===== src/rtl/edusoc_lsu_pkg.sv =====
// Shared types and byte-enable helpers for the edusoc load/store unit.
package edusoc_lsu_pkg;

    typedef enum logic [1:0] {
        SZ_BYTE     = 2'b00,
        SZ_HALF     = 2'b01,
        SZ_WORD     = 2'b10,
        SZ_WORD_ALT = 2'b11
    } lsu_size_t;

    typedef enum logic [1:0] {
        ST_IDLE = 2'b00,
        ST_BUSY = 2'b01,
        ST_DONE = 2'b10
    } lsu_state_t;

    function automatic logic [3:0] lsu_be(input lsu_size_t size, input logic [1:0] addr_lo);
        case (size)
            SZ_BYTE: lsu_be = 4'b0001 << addr_lo;
            SZ_HALF: lsu_be = 4'b0011 << addr_lo;
            default: lsu_be = 4'b1111;
        endcase
    endfunction

    function automatic logic lsu_misaligned(input lsu_size_t size, input logic [1:0] addr_lo);
        case (size)
            SZ_BYTE: lsu_misaligned = 1'b0;
            SZ_HALF: lsu_misaligned = addr_lo[0];
            default: lsu_misaligned = |addr_lo;
        endcase
    endfunction

endpackage


===== src/rtl/edusoc_lsu_if.sv =====
// Data memory bus between the LSU (master) and the SoC memory responder (slave).
interface edusoc_lsu_if;
    logic        data_req;
    logic        data_valid;
    logic        data_we;
    logic [3:0]  data_be;
    logic [31:0] data_addr;
    logic [31:0] data_wdata;
    logic [31:0] data_rdata;

    modport master (
        output data_req, data_we, data_be, data_addr, data_wdata,
        input  data_valid, data_rdata
    );

    modport slave (
        input  data_req, data_we, data_be, data_addr, data_wdata,
        output data_valid, data_rdata
    );
endinterface


===== src/rtl/edusoc_lsu_align.sv =====
// Combinational lane handling: store-data replication and load-lane extraction
// with sign/zero extension.
module edusoc_lsu_align
    import edusoc_lsu_pkg::*;
(
    input  lsu_size_t   i_wr_size,
    input  logic [31:0] i_wr_data,
    output logic [31:0] o_wr_lanes,
    input  lsu_size_t   i_rd_size,
    input  logic        i_rd_unsigned,
    input  logic [1:0]  i_rd_lane,
    input  logic [31:0] i_rd_word,
    output logic [31:0] o_rd_data
);

    function automatic logic [31:0] ext8(input logic [7:0] b, input logic zext);
        return zext ? {24'h0, b} : {{24{b[7]}}, b};
    endfunction

    function automatic logic [31:0] ext16(input logic [15:0] h, input logic zext);
        return zext ? {16'h0, h} : {{16{h[15]}}, h};
    endfunction

    logic [31:0] w_shifted;

    assign w_shifted = i_rd_word >> {i_rd_lane, 3'b000};

    always_comb begin
        o_wr_lanes = i_wr_data;
        case (i_wr_size)
            SZ_BYTE: o_wr_lanes = {4{i_wr_data[7:0]}};
            SZ_HALF: o_wr_lanes = {2{i_wr_data[15:0]}};
            default: o_wr_lanes = i_wr_data;
        endcase

        o_rd_data = w_shifted;
        case (i_rd_size)
            SZ_BYTE: o_rd_data = ext8(w_shifted[7:0], i_rd_unsigned);
            SZ_HALF: o_rd_data = ext16(w_shifted[15:0], i_rd_unsigned);
            default: o_rd_data = w_shifted;
        endcase
    end

endmodule


===== src/rtl/edusoc_lsu.sv =====
// Load/store unit: one core command -> one data-bus transaction -> done/err pulse.
// Optional bus timeout is enabled with `define EDUSOC_LSU_TIMEOUT_EN.
module edusoc_lsu
    import edusoc_lsu_pkg::*;
#(
    parameter int TIMEOUT_CYCLES = 255
) (
    input  logic           core_clk,
    input  logic           core_res,
    input  logic           lsu_start,
    input  logic           lsu_we,
    input  logic [1:0]     lsu_size,
    input  logic           lsu_unsigned,
    input  logic [31:0]    lsu_addr,
    input  logic [31:0]    lsu_wdata,
    output logic           lsu_busy,
    output logic           lsu_done,
    output logic           lsu_err,
    output logic [31:0]    lsu_rdata,
    edusoc_lsu_if.master   bus
);

    if (TIMEOUT_CYCLES < 1) begin : g_bad_timeout
        $error("TIMEOUT_CYCLES must be at least 1");
    end

    lsu_state_t  r_state, w_next_state;
    logic        r_req, r_we, r_unsigned, r_err;
    lsu_size_t   r_size;
    logic [1:0]  r_lane;
    logic [3:0]  r_be;
    logic [29:0] r_addr_hi;
    logic [31:0] r_wdata, r_rdata;

    lsu_size_t   w_size;
    logic        w_misaligned, w_accept, w_complete, w_abort, w_expired;
    logic [31:0] w_wr_lanes, w_rd_data;

    assign w_size       = lsu_size_t'(lsu_size);
    assign w_misaligned = lsu_misaligned(w_size, lsu_addr[1:0]);

    edusoc_lsu_align u_align (
        .i_wr_size     (w_size),
        .i_wr_data     (lsu_wdata),
        .o_wr_lanes    (w_wr_lanes),
        .i_rd_size     (r_size),
        .i_rd_unsigned (r_unsigned),
        .i_rd_lane     (r_lane),
        .i_rd_word     (bus.data_rdata),
        .o_rd_data     (w_rd_data)
    );

`ifdef EDUSOC_LSU_TIMEOUT_EN
    localparam int CNT_W = $clog2(TIMEOUT_CYCLES + 1);
    logic [CNT_W-1:0] r_cnt;

    // Counter is held at zero outside BUSY, so it starts fresh on every entry.
    always_ff @(posedge core_clk) begin
        if (core_res || r_state != ST_BUSY) begin
            r_cnt <= '0;
        end else if (!bus.data_valid) begin
            r_cnt <= r_cnt + CNT_W'(1);
        end
    end

    assign w_expired = (r_cnt == CNT_W'(TIMEOUT_CYCLES - 1));
`else
    assign w_expired = 1'b0;
`endif

    always_ff @(posedge core_clk) begin
        if (core_res) begin
            r_state <= ST_IDLE;
        end else begin
            r_state <= w_next_state;
        end
    end

    always_comb begin
        w_next_state = r_state;
        w_accept     = 1'b0;
        w_complete   = 1'b0;
        w_abort      = 1'b0;
        case (r_state)
            ST_IDLE: begin
                if (lsu_start) begin
                    w_accept     = 1'b1;
                    w_next_state = w_misaligned ? ST_DONE : ST_BUSY;
                end
            end
            ST_BUSY: begin
                // A response in the limit cycle still completes normally.
                if (bus.data_valid) begin
                    w_complete   = 1'b1;
                    w_next_state = ST_DONE;
                end else if (w_expired) begin
                    w_abort      = 1'b1;
                    w_next_state = ST_DONE;
                end
            end
            ST_DONE: w_next_state = ST_IDLE;
            default: w_next_state = ST_IDLE;
        endcase
    end

    always_ff @(posedge core_clk) begin
        if (core_res) begin
            r_req      <= 1'b0;
            r_we       <= 1'b0;
            r_size     <= SZ_BYTE;
            r_unsigned <= 1'b0;
            r_lane     <= 2'b00;
            r_be       <= 4'h0;
            r_addr_hi  <= '0;
            r_wdata    <= '0;
            r_err      <= 1'b0;
            r_rdata    <= '0;
        end else begin
            if (w_accept && !w_misaligned) begin
                r_req      <= 1'b1;
                r_we       <= lsu_we;
                r_size     <= w_size;
                r_unsigned <= lsu_unsigned;
                r_lane     <= lsu_addr[1:0];
                r_be       <= lsu_be(w_size, lsu_addr[1:0]);
                r_addr_hi  <= lsu_addr[31:2];
                r_wdata    <= w_wr_lanes;
            end
            if (w_accept && w_misaligned) begin
                r_err   <= 1'b1;
                r_rdata <= '0;
            end
            if (w_complete) begin
                r_req   <= 1'b0;
                r_err   <= 1'b0;
                r_rdata <= r_we ? 32'h0 : w_rd_data;
            end
            if (w_abort) begin
                r_req   <= 1'b0;
                r_err   <= 1'b1;
                r_rdata <= '0;
            end
        end
    end

    assign lsu_busy       = (r_state != ST_IDLE);
    assign lsu_done       = (r_state == ST_DONE);
    assign lsu_err        = r_err;
    assign lsu_rdata      = r_rdata;
    assign bus.data_req   = r_req;
    assign bus.data_we    = r_we;
    assign bus.data_be    = r_be;
    assign bus.data_addr  = {r_addr_hi, 2'b00};
    assign bus.data_wdata = r_wdata;

endmodule


===== src/flat_wrapper.sv =====
// flat-port wrapper written by rule: the top's interface ports become plain ports
module edusoc_lsu_flat import edusoc_lsu_pkg::*;
#(
    parameter int TIMEOUT_CYCLES = 255
)
  (core_clk, core_res, lsu_start, lsu_we, lsu_size, lsu_unsigned, lsu_addr, lsu_wdata, lsu_busy, lsu_done, lsu_err, lsu_rdata, bus_data_req, bus_data_we, bus_data_be, bus_data_addr, bus_data_wdata, bus_data_valid, bus_data_rdata);
  edusoc_lsu_if bus_i ();
  input  logic core_clk;
  input  logic core_res;
  input  logic lsu_start;
  input  logic lsu_we;
  input  logic [1:0] lsu_size;
  input  logic lsu_unsigned;
  input  logic [31:0] lsu_addr;
  input  logic [31:0] lsu_wdata;
  output logic lsu_busy;
  output logic lsu_done;
  output logic lsu_err;
  output logic [31:0] lsu_rdata;
  output wire logic [$bits(bus_i.data_req)-1:0] bus_data_req;
  output wire logic [$bits(bus_i.data_we)-1:0] bus_data_we;
  output wire logic [$bits(bus_i.data_be)-1:0] bus_data_be;
  output wire logic [$bits(bus_i.data_addr)-1:0] bus_data_addr;
  output wire logic [$bits(bus_i.data_wdata)-1:0] bus_data_wdata;
  input wire logic [$bits(bus_i.data_valid)-1:0] bus_data_valid;
  input wire logic [$bits(bus_i.data_rdata)-1:0] bus_data_rdata;
  assign bus_data_req = bus_i.data_req;
  assign bus_data_we = bus_i.data_we;
  assign bus_data_be = bus_i.data_be;
  assign bus_data_addr = bus_i.data_addr;
  assign bus_data_wdata = bus_i.data_wdata;
  assign bus_i.data_valid = bus_data_valid;
  assign bus_i.data_rdata = bus_data_rdata;
  edusoc_lsu #(.TIMEOUT_CYCLES(TIMEOUT_CYCLES)) u_core (.core_clk(core_clk), .core_res(core_res), .lsu_start(lsu_start), .lsu_we(lsu_we), .lsu_size(lsu_size), .lsu_unsigned(lsu_unsigned), .lsu_addr(lsu_addr), .lsu_wdata(lsu_wdata), .lsu_busy(lsu_busy), .lsu_done(lsu_done), .lsu_err(lsu_err), .lsu_rdata(lsu_rdata), .bus(bus_i));
endmodule

===== config.mk =====
export PLATFORM = sky130hd
export DESIGN_NAME = edusoc_lsu_flat
export DESIGN_NICKNAME = d
export VERILOG_FILES = /design/src/rtl/edusoc_lsu_pkg.sv /design/src/rtl/edusoc_lsu_if.sv /design/src/rtl/edusoc_lsu_align.sv /design/src/rtl/edusoc_lsu.sv /design/src/flat_wrapper.sv
export SDC_FILE = /design/constraint.sdc
export NUM_CORES = 1
export LEC_CHECK = 0
export ABC_AREA = 0
export BUFFER_PORTS_ARGS = -buffer_cell sky130_fd_sc_hd__buf_2
export CAP_MARGIN = 15
export CORE_UTILIZATION = 30
export DETAILED_ROUTE_END_ITERATION = 7
export GPL_TIMING_DRIVEN = 0
export PLACE_DENSITY_LB_ADDON = 0.08
export SLEW_MARGIN = 20
export SYNTH_ARGS = -nofsm -noshare
export SYNTH_HDL_FRONTEND = slang
export SYNTH_SLANG_ARGS = --single-unit
export TNS_END_PERCENT = 20

===== constraint.sdc =====
create_clock -name core_clk -period 3.6 [get_ports core_clk]
set_input_delay 0.72 -clock core_clk [delete_from_list [all_inputs] [get_ports core_clk]]
set_output_delay 0.72 -clock core_clk [all_outputs]
set_load 0.005 [all_outputs]

==> results of run 1 <==
## logic make-up after synthesis
family	synth area share
and+or+nand+nor	0.175
buffers and inverters	0.0527
DFF	0.467
AOI/OAI and AO/OA	0.226
other	0.000810
muxes	0.0786
## cells in the mapped netlist, types with 7 or more instances
cell      instances  area (sq um)
mux2i_1          33           330
a22o_1            9          78.8
a32o_1            7          70.1
clkbuf_1         20          75.1
a211oi_1          8          60.1
nand2_1         128           480
a211o_1          15           131
dfxtp_1         108          2160
o21ai_0          24           120
a21oi_1          64           320
a221o_1           8          80.1
a311oi_1          8          70.1
buf_2            18          90.1
nor2b_1          10          62.6
nor2_1           36           135
nor3_1            8          40.0
## per-layer routing
metal  share of wire  up-vias  routed length [um]  track usage
met3           0.077       17                1190       0.0671
met4           0.015        0                 236       0.0687
met1            0.47     2151                7300        0.265
met5               0        -                   0            0
met2            0.43      160                6710        0.292
li1                -     2315                   -            -
## worst max-delay path, stage by stage
cell and delay, ns:
buf_2 0.14, a21oi_1 0.30, nor3b_2 0.12, a211oi_2 0.45, clkbuf_1 0.41, a221o_1 0.24
## sequential cells by signal, summed over array words and instances (netlist names), 2 cells and up
name                   cells
u_core.bus.data_wdata     32
u_core.lsu_rdata          32
u_core.r_addr_hi          30
u_core.bus.data_be         4
u_core.r_lane              2
u_core.r_size              2
u_core.r_state             2
## worst paths after layout
kind | start | endpoint | slack, ns
hold reg to reg | u_core.bus.data_wdata[25] | u_core.bus.data_wdata[25] | 0.45
setup reg to reg | u_core.r_lane[0] | u_core.lsu_rdata[2] | 1.63
hold / removal | u_core.bus.data_wdata[25] | u_core.bus.data_wdata[25] | 0.45
setup / recovery | lsu_addr[0] | u_core.lsu_rdata[28] | 1.51
## cells in the final DEF, fill, tap and decap left out, drive strengths merged, types with 2 or more instances in the layout
master,n
nand2b,3
bufinv,2
a32o,7
a211o,15
nor3,8
nand2,128
nor2,36
inv,3
nor2b,11
buf,232
clkbuf,31
a2111oi,2
o21ai,25
dfxtp,108
mux2i,33
a211oi,9
conb,2
a311oi,8
a221o,8
a22o,9
a21oi,64
## through the flow
step | hold WS [ns] | cell area [sq um] | setup WS [ns] | cells | total power [mW]
after floorplan | 0.445 | 4640 | 1.70 | 540 | 1.56
after detailed placement | 0.446 | 5900 | 1.14 | 933 | 1.78
after CTS | 0.455 | 6220 | 1.53 | 948 | 2.88
after global routing | 0.470 | 6220 | 1.41 | 949 | 2.98
final | 0.451 | 6220 | 1.51 | 949 | 2.84
after global placement | 0.440 | 5900 | 1.18 | 933 | 1.77
## power by group
part / internal (mW) / switching, mW
Sequential: 1.26 / 0.0344
Combinational: 0.193 / 0.260
Clock: 0.643 / 0.453
## layout make-up
class	count	area, sq um
fillers	1608	8920
well taps	188	235
flip-flops and latches	108	2160
clock buffers	11	253
diodes	1	2.50
multi-input cells	382	2230
repair buffers	205	1030
clock inverters	4	72.6
plain buffers	47	233
inverters	3	11.3
==> flow_summary.json, run 1 <==
{
  "root_buffer": "clkbuf_16",
  "nets": 860,
  "rsz0062_at_grt": "false",
  "grt_pass1_vias": 4474,
  "min_period_ns": 2.09,
  "portBuffers": 205,
  "clk_pin_slew_worst_paths_ns": 0.07,
  "avgSynthCellArea_sq_um": 8.59,
  "skew_ns": 0.00902,
  "synth_cells": 539,
  "powerDensity_mw_per_mm2": 457,
  "fin_setup_tns_ns": 0,
  "grt_use_total": 0.197,
  "grt-ovfl-total": 0,
  "drc": 0,
  "wire_per_inst_um": 16.3,
  "htreeDepth": 3,
  "grt_max_degree": 17,
  "synth_cell_types": 41,
  "die_area_sq_mm": 0.0159,
  "setup_viol": 0,
  "start_kind": "input port",
  "hold_path_class": "flop to flop",
  "ir_drop_uv": 233,
  "max_freq_mhz": 479,
  "globalplace.congestion": 0.830,
  "ant_nets": 0,
  "numCtsBuffers": 9,
  "end_kind": "flop",
  "maxSlewHeadroom": 0.547,
  "clk_latency_ns": 0.36,
  "row_count": 45,
  "cts_resized": 0,
  "cts_setup_buffers": 0,
  "vias_per_cell": 4.89,
  "ff2ff_path_depth": 6,
  "finish.utilization": 0.411,
  "cts_tree": "built",
  "synth_edf_count": 0,
  "syn_to_final_growth_pct": 34.4,
  "antenna_found_initial": 1,
  "start_util": 0.306,
  "via_count": 4643,
  "clockBufferDepth": 2,
  "crit_fanout": 10,
  "ys_seq_elements": 108,
  "worst-setup-path-type": "input port to flop",
  "grt_first_pass_wirelength_um": 24200,
  "tightest_slew_ns": 0.680,
  "syn-cell-area_sq_mm": 0.00463,
  "finalHoldViolCount": 0,
  "cap_violations": 0,
  "hold_buffers": 0,
  "period_share": 0.580,
  "drt-initial-drc-count": 261,
  "cp.arrival_ns": 2.38,
  "ys_warn_count": 0,
  "first_pass_iters": 6,
  "ys_seq_area_frac": 0.467,
  "leakagePower_nw": 2.93,
  "holdPathStages": 2,
  "dp_hpwl_um": 11800,
  "async_flop_share": 0,
  "core_sq_mm": 0.0151,
  "cp.required_ns": 3.89,
  "wirelength_um": 15400,
  "yosys_most_used_dff": "dfxtp_1",
  "final_max_slew_viol_count": 0,
  "drive_gt1_frac": 0.333,
  "outcome": "complete, no violations",
  "numClockSinks": 108,
  "dieWidth_um": 126,
  "die_y_um": 126,
  "io_pins": 209
}
(Power assumes the default switching activity.)
==> inputs of run 2 (changes only) <==
- ABC_AREA: 0 -> 1
- clock period: 3.6 -> 2.2 ns (I/O delays scaled with it)
==> run 2 against run 1 <==
Combinational power up 110%; sequential cell count unchanged; worst hold slack worse by 0.12 ns; utilization up 0.21 points; wire length up 9.5%; largest cell class unchanged; register-to-register slack worse by 1.0 ns; critical path type is now flop to flop; highest routed layer unchanged.
==> flow_summary.json, run 2 <==
{
  "outcome": "complete, no violations",
  "antenna_found_initial": 0,
  "drive_gt1_frac": 0.287,
  "ys_seq_area_frac": 0.435,
  "htreeDepth": 3,
  "ys_warn_count": 0,
  "tightest_slew_ns": 0.573,
  "start_kind": "flop",
  "finish.utilization": 0.413,
  "drt-initial-drc-count": 237,
  "period_share": 0.717,
  "final_max_slew_viol_count": 0,
  "p_seq_frac": 0.425,
  "ant_nets": 0,
  "cp-startpoint": "u_core.r_lane[1]",
  "core_sq_mm": 0.0161,
  "synth_common_cells": "nand2_1, dfxtp_1, a21oi_1",
  "ys_seq_elements": 108,
  "r2r_slack_ns": 0.62,
  "skew_ns": 0.00764,
  "cts_tree": "built",
  "p_switching_mw": 1.42,
  "place_area_sq_mm": 0.00627,
  "setup_viol": 0,
  "cts_resized": 0,
  "grt_pass1_vias": 4822,
  "r2r_start": "u_core.r_lane[1]",
  "synth_xor_area_frac": 0,
  "globalplace.congestion": 0.872,
  "synth_top_cell_area_share": 0.435,
  "avgSynthCellArea_sq_um": 6.90,
  "synth_top_family_by_area": "simple AND/OR/NAND/NOR gates",
  "grt_first_pass_wirelength_um": 25500,
  "end_kind": "flop",
  "cp-endpoint": "u_core.lsu_rdata[28]",
  "synth-simple-area-share": 0.279,
  "synth_compound_area_frac": 0.190,
  "p_int_mw": 3.61,
  "drc": 0,
  "synthAdderAreaFrac": 0,
  "hold_buffers": 0,
  "numCtsBuffers": 9,
  "total_power_mw": 5.03,
  "fill_cells": 1784,
  "die_area_sq_mm": 0.0171,
  "synth_cells": 721,
  "leakagePower_nw": 3.30,
  "grt_use_total": 0.198,
  "clk_latency_ns": 0.36,
  "stdcell_count": 1159,
  "via_count": 5222,
  "clockBufferDepth": 2,
  "first_pass_iters": 4,
  "worst-setup-path-type": "flop to flop",
  "dp.cells": 1143,
  "finalInstanceArea_sq_mm": 0.00663,
  "ff2ff_path_depth": 8,
  "io_pins": 209,
  "cp.arrival_ns": 1.80,
  "wirelength_um": 16900,
  "wire_per_inst_um": 14.6,
  "comb_power_share": 0.186,
  "synth_cell_types": 29,
  "portBuffers": 205,
  "finalHoldViolCount": 0,
  "maxSlewHeadroom": 0.618,
  "dp_hpwl_um": 12900,
  "cts_setup_buffers": 0,
  "crit_fanout": 10,
  "pwr-share-clk": 0.388,
  "clk_pin_slew_worst_paths_ns": 0.08,
  "cap_violations": 0,
  "r2r-end": "u_core.lsu_rdata[28]",
  "cp.required_ns": 2.42,
  "grt_max_degree": 19,
  "final_cell_mix": "buf_2, nand2_1, dfxtp_1, a21oi_1, o21ai_0",
  "row_count": 46,
  "max_freq_mhz": 634,
  "hold_path_class": "input port to flop",
  "numClockSinks": 108,
  "diodes": 0,
  "syn_to_final_growth_pct": 33.3,
  "synth_edf_count": 0,
  "yosysTopAreaCell": "dfxtp_1",
  "rsz0062_at_grt": "false",
  "synth.area.mux_share": 0,
  "dieWidth_um": 131,
  "grt-ovfl-total": 0,
  "powerDensity_mw_per_mm2": 759,
  "die_y_um": 131,
  "vias_per_cell": 4.51,
  "ir_drop_uv": 396,
  "switching_share": 0.282,
  "yosysMostFrequentCell": "nand2_1",
  "min_period_ns": 1.58,
  "async_flop_share": 0,
  "final_common_cell": "buf_2",
  "nets": 1042,
  "synth.area.top_cells": "dfxtp_1, nand2_1, a21oi_1",
  "start_util": 0.310,
  "syn-cell-area_sq_mm": 0.00497,
  "yosys_most_used_dff": "dfxtp_1",
  "fin_setup_tns_ns": 0,
  "root_buffer": "clkbuf_16"
}
==> run 2: how the worst min path moves through the flow <==
stage	start	endpoint	slack [ns]	depth (start not counted)
after floorplan	u_core.lsu_rdata[10]	u_core.lsu_rdata[10]	0.46	2
after global placement	u_core.bus.data_wdata[0]	u_core.bus.data_wdata[0]	0.45	2
after CTS	lsu_addr[3]	u_core.r_addr_hi[1]	0.32	3
final	lsu_addr[3]	u_core.r_addr_hi[1]	0.33	3
after global routing	lsu_addr[6]	u_core.r_addr_hi[4]	0.32	3
after detailed placement	u_core.lsu_rdata[14]	u_core.lsu_rdata[14]	0.45	2
==> run 2: kinds of logic (layout without fill, tap and decap cells) <==
group	after synthesis	count (layout)
AO/OA/AOI/OAI	182	182
buffers and inverters	96	317
flip-flops	108	108
other	1	2
AND/OR/NAND/NOR	334	334
==> run 2: through the flow <==
stage,worst slack [ns],hold slack [ns]
floorplan,0.843,0.456
global placement,0.187,0.449
detailed placement,0.198,0.451
CTS,0.574,0.316
global route,0.424,0.320
finish,0.622,0.329
==> run 2: final cells by class <==
class,instances,area (sq um),share of cell area
sequential,108,2160,0.326
timing repair buffer,205,1030,0.155
buffer,51,304,0.0458
tap,216,270,0.0407
inverter,45,173,0.0260
multi-input combinational,518,2340,0.353
clock inverter,6,119,0.0179
clock buffer,10,239,0.0360
==> run 2: metal layers <==
metal / share of wire / vias up / global-route usage
met5: 0 / - / 0
met1: 0.45 / 2293 / 0.245
met3: 0.075 / 14 / 0.0619
li1: - / 2750 / -
met4: 0.011 / 0 / 0.0480
met2: 0.47 / 165 / 0.332
==> run 2: power by group through the flow <==
stage | registers [mW] | logic (mW) | clock network (mW)
after floorplan | 2.19 | 0.540 | 0
after global placement | 2.18 | 0.949 | 0
after detailed placement | 2.18 | 0.947 | 0
after CTS | 2.14 | 0.950 | 2.02
after global routing | 2.16 | 1.06 | 2.09
final | 2.14 | 0.937 | 1.95
==> run 2: critical path, stage by stage (launching register included) <==
cell,delay [ns]
dfxtp_1,0.30
buf_4,0.15
inv_1,0.13
nand3_1,0.16
nand3_4,0.16
nand3_2,0.20
buf_6,0.20
nand2_1,0.08
a21oi_1,0.06
